[src/rtl/alu_uart_ctrl.sv]
// rtl/alu_uart_ctrl.sv - UART-to-ALU frame controller (A, B, opcode in; result out)
// Optional inter-byte timeout is built when ALU_CTRL_TIMEOUT_EN is defined.
module alu_uart_ctrl #(
    parameter int NB_DATA        = 8,
    parameter int NB_OP          = 6,
    parameter int TIMEOUT_CYCLES = 1_000_000
) (
    input  logic               i_clk,
    input  logic               i_rst_n,
    input  logic [NB_DATA-1:0] i_rx_data,
    input  logic               i_rx_valid,
    input  logic               i_tx_done,
    input  logic [NB_DATA-1:0] i_alu_result,
    output logic [NB_DATA-1:0] o_alu_a,
    output logic [NB_DATA-1:0] o_alu_b,
    output logic [NB_OP-1:0]   o_alu_op,
    output logic [NB_DATA-1:0] o_tx_data,
    output logic               o_tx_start,
    output logic               o_busy,
    output logic               o_timeout
);

    typedef enum logic [2:0] {
        WAIT_A,
        WAIT_B,
        WAIT_OP,
        EXEC,
        SEND,
        WAIT_TX
    } state_t;

    state_t state;
    logic   timed_out;
    logic   collecting;

    assign collecting = (state == WAIT_B) || (state == WAIT_OP);

`ifdef ALU_CTRL_TIMEOUT_EN
    localparam int CW = (TIMEOUT_CYCLES > 2) ? $clog2(TIMEOUT_CYCLES) : 1;
    localparam logic [CW-1:0] TERM = CW'(TIMEOUT_CYCLES - 1);

    logic [CW-1:0] cnt;

    assign timed_out = collecting && !i_rx_valid && (cnt == TERM);

    // Counter idles at zero outside WAIT_B/WAIT_OP; an accepted byte wins over the terminal count.
    always_ff @(posedge i_clk or negedge i_rst_n) begin
        if (!i_rst_n) begin
            cnt       <= '0;
            o_timeout <= 1'b0;
        end else begin
            o_timeout <= timed_out;
            if (collecting && !i_rx_valid && !timed_out) begin
                cnt <= cnt + 1'b1;
            end else begin
                cnt <= '0;
            end
        end
    end
`else
    localparam int unused_timeout_cycles = TIMEOUT_CYCLES;

    assign timed_out = 1'b0;
    assign o_timeout = 1'b0;
`endif

    always_ff @(posedge i_clk or negedge i_rst_n) begin
        if (!i_rst_n) begin
            state      <= WAIT_A;
            o_alu_a    <= '0;
            o_alu_b    <= '0;
            o_alu_op   <= '0;
            o_tx_data  <= '0;
            o_tx_start <= 1'b0;
            o_busy     <= 1'b0;
        end else begin
            o_tx_start <= 1'b0;
            case (state)
                WAIT_A: begin
                    if (i_rx_valid) begin
                        o_alu_a <= i_rx_data;
                        state   <= WAIT_B;
                    end
                end
                WAIT_B: begin
                    if (i_rx_valid) begin
                        o_alu_b <= i_rx_data;
                        state   <= WAIT_OP;
                    end else if (timed_out) begin
                        state <= WAIT_A;
                    end
                end
                WAIT_OP: begin
                    if (i_rx_valid) begin
                        o_alu_op <= i_rx_data[NB_OP-1:0];
                        o_busy   <= 1'b1;
                        state    <= EXEC;
                    end else if (timed_out) begin
                        state <= WAIT_A;
                    end
                end
                EXEC: begin
                    // ALU inputs have been stable for a full cycle; result is settled here.
                    o_tx_data  <= i_alu_result;
                    o_tx_start <= 1'b1;
                    state      <= SEND;
                end
                SEND: begin
                    state <= WAIT_TX;
                end
                WAIT_TX: begin
                    if (i_tx_done) begin
                        o_busy <= 1'b0;
                        state  <= WAIT_A;
                    end
                end
                default: begin
                    o_busy <= 1'b0;
                    state  <= WAIT_A;
                end
            endcase
        end
    end

endmodule

[config.mk]
export PLATFORM = sky130hd
export DESIGN_NAME = alu_uart_ctrl
export DESIGN_NICKNAME = d
export VERILOG_FILES = /design/src/rtl/alu_uart_ctrl.sv
export SDC_FILE = /design/constraint.sdc
export NUM_CORES = 1
export LEC_CHECK = 0
export CAP_MARGIN = 20
export CORE_ASPECT_RATIO = 1.2
export CORE_MARGIN = 2
export CORE_UTILIZATION = 30
export CTS_CLUSTER_DIAMETER = 200
export DETAILED_ROUTE_END_ITERATION = 12
export RECOVER_POWER = 100
export SYNTH_ARGS = -nofsm -noshare
export SYNTH_HDL_FRONTEND = slang
export SYNTH_SLANG_ARGS = --single-unit
export TNS_END_PERCENT = 100
[constraint.sdc]
create_clock -name i_clk -period 1.5 [get_ports i_clk]
set_input_delay 0.375 -clock i_clk [delete_from_list [all_inputs] [get_ports i_clk]]
set_output_delay 0.375 -clock i_clk [all_outputs]
set_load 0.01 [all_outputs]
Word level (Yosys, flattened, before mapping)
Cells that the tools add are included.

storage, ports and cells
  logic and storage cells = 33
  input port bits = 20
  output and inout bits = 33
  bits in registers = 35

cells by class
  reductions and logical operators = 7
  bitwise operators = 1
  multiplexer cells = 9
  equality and inequality tests = 9

operators by type and width
  cell                number
  $pmux 3 s6          1
  $mux 3              4
  $ne 2x2->1 const B  4
  $eq 3x2->1 const B  2
  $eq 3x3->1 const B  2
  $reduce_and 2->1    3
  $reduce_and 4->1    1
  $reduce_or 4->1     1
  $eq 3x1->1 const B  1
  $logic_not 3->1     1
  $mux 1              3
  $pmux 1 s3          1
  $reduce_and 3->1    1
  $not 1->1           1

Depth between registers and ports, before layout
Gate-level depths: netlist (run 1).

  word-level depth = 4
  gate-level depth with buffers = 3
  mapped depth without buffers = 3

Least setup slack after synthesis (run 1)
OpenSTA, ideal clock, no wires.

  path type = reg2reg
  from = register state[2]
  to = register o_alu_a[0]
  slack = 173 ps
  stages on the path, launching flop included = 4
  path buffers = 0
  arrival time = 1202 ps
  data required time = 1375 ps
  library setup time = 125 ps
  period minus slack after synthesis = 1327 ps
  path through = dfrtp_1 > nand2b_4 > nor3_4 > mux2_2

on the way
  longest elaborated chain between the ends = 2

ends and longest elaborated chain
  element                            line  RTL
  from (decl)                        32    state_t state;
  from (signal assigned)             69    state <= WAIT_A;
  from (signal assigned)             82    state <= WAIT_B;
  from (signal assigned)             88    state <= WAIT_OP;
  $logic_not 3->1                    78    case (state)
  $reduce_and 2->1 (no source line)  n/a
  to (signal assigned)               81    o_alu_a <= i_rx_data;
  to (decl)                          14    output logic [NB_DATA-1:0] o_alu_a,

Every way passes these cells.
A chain may end at the register's enable or synchronous reset.

Worst setup path in the final report (run 1)
  from = register state[1]
  to = register o_alu_b[1]

on the way
  longest elaborated chain between the ends = 2

ends and longest elaborated chain
  element                            line  RTL
  $eq 3x1->1                         78
  $reduce_and 2->1 (no source line)  n/a
  to (signal assigned)               87    o_alu_b <= i_rx_data;
  to (decl)                          15    output logic [NB_DATA-1:0] o_alu_b,

Every way passes these cells.

==> results of run 1 <==
[through the flow]
stage | std cells | cell area [um2] | hold slack [ns] | TNS (ns)
floorplan | 87 | 1370 | 0.0794 | 0
global placement | 199 | 2020 | 0.465 | -5.92
detailed placement | 199 | 2020 | 0.472 | -6.06
CTS | 207 | 2060 | 0.454 | 0
global route | 207 | 2030 | 0.492 | 0
finish | 207 | 2030 | 0.482 | 0
[cells by family after synthesis]
family                 after synthesis
multiplexers                        30
AO/OA/AOI/OAI                        5
AND/OR/NAND/NOR                     13
flip-flops                          35
other                                1
buffers and inverters                3
[state kept, by name, indices dropped and copies added (netlist names)]
name,cells
o_tx_data,8
o_busy,1
o_alu_b,8
o_alu_op,6
state,3
o_tx_start,1
o_alu_a,8
[routing by layer]
metal	global-route usage [%]	wire, um	up-vias
li1	-	-	430
met1	14.0	1160	460
met2	21.0	1620	25
met3	3.87	123	2
met4	5.00	29	0
met5	0	0	-
[power by group through the flow]
stage | Sequential, mW | Combinational [mW] | Clock (mW)
after global routing | 1.76 | 1.94 | 0.716
final | 1.69 | 1.81 | 0.632
after floorplan | 1.92 | 0.776 | 0
after detailed placement | 1.75 | 2.19 | 0
after global placement | 1.72 | 2.14 | 0
after CTS | 1.71 | 1.90 | 0.665
[repair_timing]
action | CTS | global route
endpoints found under the setup margin | 33 | 10
pin swaps | 1 | 1
setup buffers | 0 | 0
resized for setup | 32 | 2
[cells in the final DEF, fill, tap and decap left out, types with 2 or more instances in the layout]
| cell | count |
|---|---|
| buf_4 | 3 |
| o21ai_0 | 2 |
| nand3b_1 | 2 |
| dfrtp_1 | 35 |
| nand2b_1 | 2 |
| nor2_4 | 2 |
| a21oi_1 | 2 |
| clkbuf_1 | 3 |
| clkbuf_8 | 5 |
| clkdlybuf4s50_1 | 17 |
| clkbuf_2 | 2 |
| dlygate4sd2_1 | 32 |
| mux2_2 | 30 |
[path summary, 6_finish.rpt]
path / start / endpoint / slack (ns) / cells past startpoint
max in group asynchronous: i_rst_n / o_tx_data[7]$_DFFE_PN0P_ / 0.23 / 2
hold reg to reg: o_busy$_DFFE_PN0P_ / o_busy$_DFFE_PN0P_ / 0.48 / 1
hold / removal: o_busy$_DFFE_PN0P_ / o_busy$_DFFE_PN0P_ / 0.48 / 1
min in group asynchronous: i_rst_n / o_alu_a[4]$_DFFE_PN0P_ / 0.73 / 2
setup / recovery: state[1]$_DFFE_PN0P_ / o_alu_b[1]$_DFFE_PN0P_ / 0.1 / 3
setup reg to reg: state[1]$_DFFE_PN0P_ / o_alu_b[1]$_DFFE_PN0P_ / 0.1 / 3
[critical path, delay by kind of cell, from the launching register on]
family | cells | cell delay, ns
and+or+nand+nor | 2 | 0.48
muxes | 1 | 0.38
DFF | 1 | 0.43
[synthesized netlist by cell type]
cell,n
nor2_1,1
nor3_4,1
and2_1,1
nand3b_1,2
a21oi_1,2
o21ai_0,2
conb_1,1
buf_2,1
nand2b_4,2
buf_4,1
nand2b_2,1
nor3_1,1
nor2_2,1
or3_1,1
nand2b_1,1
nor2_4,1
a21o_1,1
inv_1,1
mux2_2,30
dfrtp_1,35
[cell type report]
| class | count | area [um2] | area share (%) |
|---|---|---|---|
| Sequential cell | 35 | 876 | 43.1 |
| Tap cell | 56 | 70.1 | 3.45 |
| Multi-Input combinational cell | 49 | 473 | 23.3 |
| Inverter | 1 | 3.75 | 0.185 |
| Timing Repair Buffer | 58 | 529 | 26.0 |
| Clock buffer | 7 | 76.3 | 3.75 |
| Clock inverter | 1 | 5.00 | 0.246 |
==> impl_metrics.csv, run 1 <==
group,metric,value,unit
timing,timing.final.max_slew_violations,0,
timing,worst_slew_margin_rel,43.1,%
power_and_ir_drop,clkPwrFrac,15.3,%
timing,min_period_over_period,93.6,%
layout,layout-area-overhead-vs-synth,48.0,%
routing,viasPerCell,4.43,
grt,pin_count_of_the_biggest_net_entering_global_routing,36,
cts,number_of_clock_sinks,35,
logic_synthesis,synth_simple_gate_area_share,8.20,%
power_and_ir_drop,design_power_total,4.14,mW
power_and_ir_drop,power.share.switching,32.2,%
power_and_ir_drop,power.density_cell_area,2030,nW/um2
logic_synthesis,synthDominantAreaCellType,"dfrtp_1",
grt,overflow,0,
layout,fin_util,47.0,%
logic_synthesis,synthesis.area_per_instance,15.8,um2
run,drv_cap,0,
routing,wl,2940,um
layout,drive_gt1_share,31.1,%
logic_synthesis,synth_fp_nets,107,
place,buffer_ports.inserted,51,
logic_synthesis,yosysUniqueCellTypes,20,
timing,finalHoldViolations,0,
layout,antenna_cells_inserted,0,
setup_path,cp_data_arrival_time,1.56,ns
cts,max-clock-path-buffers,2,
floorplan,io_pins,53,
cts,cts_tree,"done",
setup_path,worstPathMaxFanout,8,
cts,clock_latency,0.28,ns
place,globalplace.congestion,0.771,
cts,clkTransAtPathRegs,0.07,ns
logic_synthesis,synth_warnings,0,
cts,h_tree_levels,2,
logic_synthesis,post-synth-top-area-fraction,63.8,%
power_and_ir_drop,vdd_drop_max,0.836,mV
grt,track_usage,12.3,%
routing,post_drt_wl_per_cell,14.2,um
logic_synthesis,synth-xor-area-share,0,%
power_and_ir_drop,combPwrFrac,43.8,%
power_and_ir_drop,cell_internal_pwr,2.80,mW
cts,cts-root-buf,"clkbuf_8",
routing,postRouteAntennaNets,0,
setup_path,startpoint_type,"flop",
timing,worst_slew_pin_slew,0.854,ns
floorplan,start_util,31.8,%
cts,ctsHoldBuffers,0,
place,dp_hpwl,2230,um
place,preCtsSetupSlack,-0.301,ns
power_and_ir_drop,p_sw,1.33,mW
routing,count_of_vias_placed_by_the_detailed_router,917,
logic_synthesis,synthesis.area,1370,um2
timing,max_freq,712,MHz
grt,via_count_of_the_first_global_routing_pass,986,
timing,finalCriticalPeriod,1.40,ns
setup_path,crit_required,1.66,ns
logic_synthesis,synthCells,87,
floorplan,fp-row-count,26,
routing,number_of_detailed_routing_iterations_run_before_antenna_repair,4,
power_and_ir_drop,cellLeakagePower,0.929,nW
setup_path,critPathSlowestCell,"dfrtp_1",
logic_synthesis,synth.mux.area_fraction,24.6,%
timing,grt_setup_unrepaired,"false",
setup_path,critPathKind,"reg -> reg",
layout,fillers,423,
grt,antenna_found_initial,0,
logic_synthesis,top_post_synthesis_cells_by_area,"dfrtp_1 64%, mux2_2 25%, nand2b_4 2.0%",
routing,drc,0,
setup_path,setup.worst_path.end_class,"flop",
cts,cts_made_buffers,5,
timing,timing.final.setup_violations,0,
setup_path,worstPathCellList,"nand2b_2 -> nor2_4 -> mux2_2",
min_path,hp-class,"reg -> reg",
layout,design.final.nets,170,
grt,grt_pass1_wl,4790,um
logic_synthesis,seq_area_frac_synth,63.8,%
floorplan,dieHeight,78.1,um
floorplan,floorplan.die_area,5140,um2
routing,violation_count_after_the_first_detailed_route_iteration,19,
logic_synthesis,synth_top_family_by_area,"multiplexers",
logic_synthesis,synth_register_bits,35,
timing,setup_ws,0.0965,ns
floorplan,die_w,65.8,um
logic_synthesis,synth_fa_ha_area_share,0,%
setup_path,cp_slowest_stage_delay,0.43,ns
status,run_status,"finished, final reports clean",
floorplan,placeableCoreArea,4330,um2
power_and_ir_drop,seqPwrFrac,40.9,%
timing,timing.clock.skew,0.00824,ns
logic_synthesis,synth-compound-area-share,2.00,%
Power figures use the tool's default switching activity.
==> run 2, diff against run 1 <==
Settings changed: CORE_MARGIN 2 to 1.5.
==> run 2 against run 1 <==
Clock skew shrank 0.0023 ns; core utilization grew 2.1 points; first-iteration DRC count shrank 47%; fmax grew 0.80%; wire length shrank 0.27%; clock power grew 57%; hold slack is essentially flat; global-route usage grew 1.1 points; non-clock buffer count grew 1; sequential power is essentially flat; via count grew 0.11%; critical path type unchanged.
==> impl_metrics.csv, run 2 (synthesis gave the netlist of run 1 again) <==
group,metric,value,unit
setup_path,cp_slowest_stage_delay,0.44,ns
setup_path,setup.worst_path.end_class,"flop",
place,buffer_ports.inserted,51,
routing,violation_count_after_the_first_detailed_route_iteration,10,
min_path,beginning_of_the_worst_hold_path,"o_busy$_DFFE_PN0P_",
routing,wl,2930,um
routing,post_drt_wl_per_cell,14.1,um
layout,largest_registers,"o_alu_a x8, o_alu_b x8, o_tx_data x8",
setup_path,r2r_end,"o_alu_a[3]$_DFFE_PN0P_",
power_and_ir_drop,cell_internal_pwr,3.21,mW
cts,h_tree_levels,2,
cts,clkTransAtPathRegs,0.07,ns
grt,via_count_of_the_first_global_routing_pass,1004,
timing,timing.final.setup_violations,0,
cts,cts_tree,"done",
timing,finalHoldViolations,0,
cts,max-clock-path-buffers,2,
timing,max_freq,718,MHz
setup_path,critPathKind,"reg -> reg",
place,preCtsSetupSlack,-0.302,ns
routing,drc,0,
layout,layout_common_cells,"35 x dfrtp_1, 32 x dlygate4sd2_1, 30 x mux2_2, 18 x clkdlybuf4s50_1, 5 x clkbuf_8",
setup_path,ff2ff_setup_slack,0.11,ns
layout,antenna_cells_inserted,0,
cts,number_of_clock_sinks,35,
grt,grt_pass1_wl,4940,um
place,globalplace.congestion,0.739,
grt,track_usage,13.4,%
timing,setup_ws,0.108,ns
power_and_ir_drop,design_power_total,4.59,mW
min_path,hold_path_depth,1,
timing,min_period_over_period,92.8,%
timing,worst_slew_margin_rel,44.0,%
setup_path,critical_path.reg2reg.startpoint,"state[2]$_DFFE_PN0P_",
setup_path,cp_data_arrival_time,1.57,ns
layout,most_common_library_cell_in_the_layout_ignoring_fill_and_taps,"dfrtp_1",
setup_path,worstRegToRegCells,4,
floorplan,placeableCoreArea,4330,um2
power_and_ir_drop,p_sw,1.38,mW
cts,clock_latency,0.29,ns
floorplan,dieHeight,77.1,um
power_and_ir_drop,seqPwrFrac,37.1,%
timing,finalCriticalPeriod,1.39,ns
floorplan,die_w,64.8,um
layout,design.final.nets,171,
grt,antenna_found_initial,0,
run,drv_cap,0,
timing,hold_slack,0.482,ns
routing,postRouteAntennaNets,0,
floorplan,fp-row-count,26,
floorplan,io_pins,53,
routing,viasPerCell,4.41,
setup_path,worstPathMaxFanout,8,
min_path,hp-class,"reg -> reg",
power_and_ir_drop,power.density_cell_area,2160,nW/um2
layout,layout-area-overhead-vs-synth,54.5,%
layout,fillers,405,
setup_path,crit_required,1.68,ns
layout,drive_gt1_share,33.6,%
timing,timing.clock.skew,0.00592,ns
setup_path,worstPathCellList,"nand2b_4 -> nor3_4 -> buf_12 -> mux2_2",
power_and_ir_drop,combPwrFrac,41.3,%
setup_path,critPathSlowestCell,"dfrtp_1",
timing,grt_setup_unrepaired,"false",
setup_path,startpoint_type,"flop",
power_and_ir_drop,cellLeakagePower,0.969,nW
power_and_ir_drop,vdd_drop_max,0.910,mV
routing,count_of_vias_placed_by_the_detailed_router,918,
status,run_status,"finished, final reports clean",
grt,overflow,0,
timing,worst_slew_pin_slew,0.840,ns
power_and_ir_drop,power.share.switching,30.1,%
floorplan,floorplan.die_area,5000,um2
grt,pin_count_of_the_biggest_net_entering_global_routing,36,
layout,area.sequential,876,um2
floorplan,start_util,31.8,%
layout,multi_input_comb_area,487,um2
timing,timing.final.max_slew_violations,0,
cts,cts-root-buf,"clkbuf_8",
power_and_ir_drop,clkPwrFrac,21.7,%
routing,number_of_detailed_routing_iterations_run_before_antenna_repair,2,
min_path,hold-path-endpoint,"o_busy$_DFFE_PN0P_",
cts,cts_made_buffers,5,
place,dp_hpwl,2170,um
-- run 2: routing by layer --
| metal | track usage [%] | wire (um) | up-vias |
|---|---|---|---|
| met2 | 22.4 | 1640 | 23 |
| met4 | 8.94 | 78 | 0 |
| li1 | - | - | 425 |
| met1 | 14.7 | 1110 | 460 |
| met3 | 3.37 | 106 | 10 |
| met5 | 0 | 0 | - |
-- run 2: layout make-up --
| type | instances | area share (%) |
|---|---|---|
| Multi-Input combinational cell | 49 | 22.9 |
| Clock buffer | 6 | 3.42 |
| Sequential cell | 35 | 41.3 |
| Inverter | 1 | 0.177 |
| Clock inverter | 2 | 2.83 |
| Timing Repair Buffer | 59 | 26.1 |
| Tap cell | 56 | 3.30 |
-- run 2: what timing repair did --
| action | in CTS | in global routing |
|---|---|---|
| hold buffers | 0 | 0 |
| endpoints found under the setup margin | 32 | 10 |
| resized for setup | 32 | 2 |
| buffers inserted | 0 | 1 |
| pin swaps | 0 | 1 |
-- run 2: worst max path at each step --
| stage | cells after the start | to | from | slack, ns |
|---|---|---|---|---|
| after floorplan | 3 | o_alu_a[0]$_DFFE_PN0P_ | state[2]$_DFFE_PN0P_ | 0.17 |
| after global placement | 4 | o_alu_b[4]$_DFFE_PN0P_ | i_rx_valid | -0.29 |
| after detailed placement | 4 | o_alu_b[0]$_DFFE_PN0P_ | i_rx_valid | -0.30 |
| after CTS | 4 | o_alu_b[0]$_DFFE_PN0P_ | i_rx_valid | 0.006 |
| after global routing | 4 | o_alu_op[5]$_DFFE_PN0P_ | state[0]$_DFFE_PN0P_ | 0.04 |
| final | 4 | o_alu_a[3]$_DFFE_PN0P_ | state[2]$_DFFE_PN0P_ | 0.11 |
-- run 2: critical path: cells and delay by family, from the launching register on --
family        cells  cell delay [ns]
mux               1             0.33
flops             1             0.44
buf+inv           1             0.15
simple gates      2             0.37
-- run 2: per-stage QoR --
stage	TNS [ns]	util (%)	std cells	instance area, um2
6_report	0	49.0	208	2120
5_1_grt	0	49.0	208	2120
4_1_cts	0	48.8	207	2110
3_5_place_dp	-6.08	46.7	199	2020
3_3_place_gp	-5.91	46.7	199	2020
2_1_floorplan	0	-	87	1370
-- run 2: power groups by stage --
| stage | Combinational, mW | Clock [mW] | Sequential, mW |
|---|---|---|---|
| finish | 1.89 | 0.995 | 1.70 |
| global route | 2.04 | 1.06 | 1.78 |
| CTS | 1.89 | 1.03 | 1.72 |
| detailed placement | 2.19 | 0 | 1.75 |
| global placement | 2.14 | 0 | 1.72 |
| floorplan | 0.776 | 0 | 1.92 |
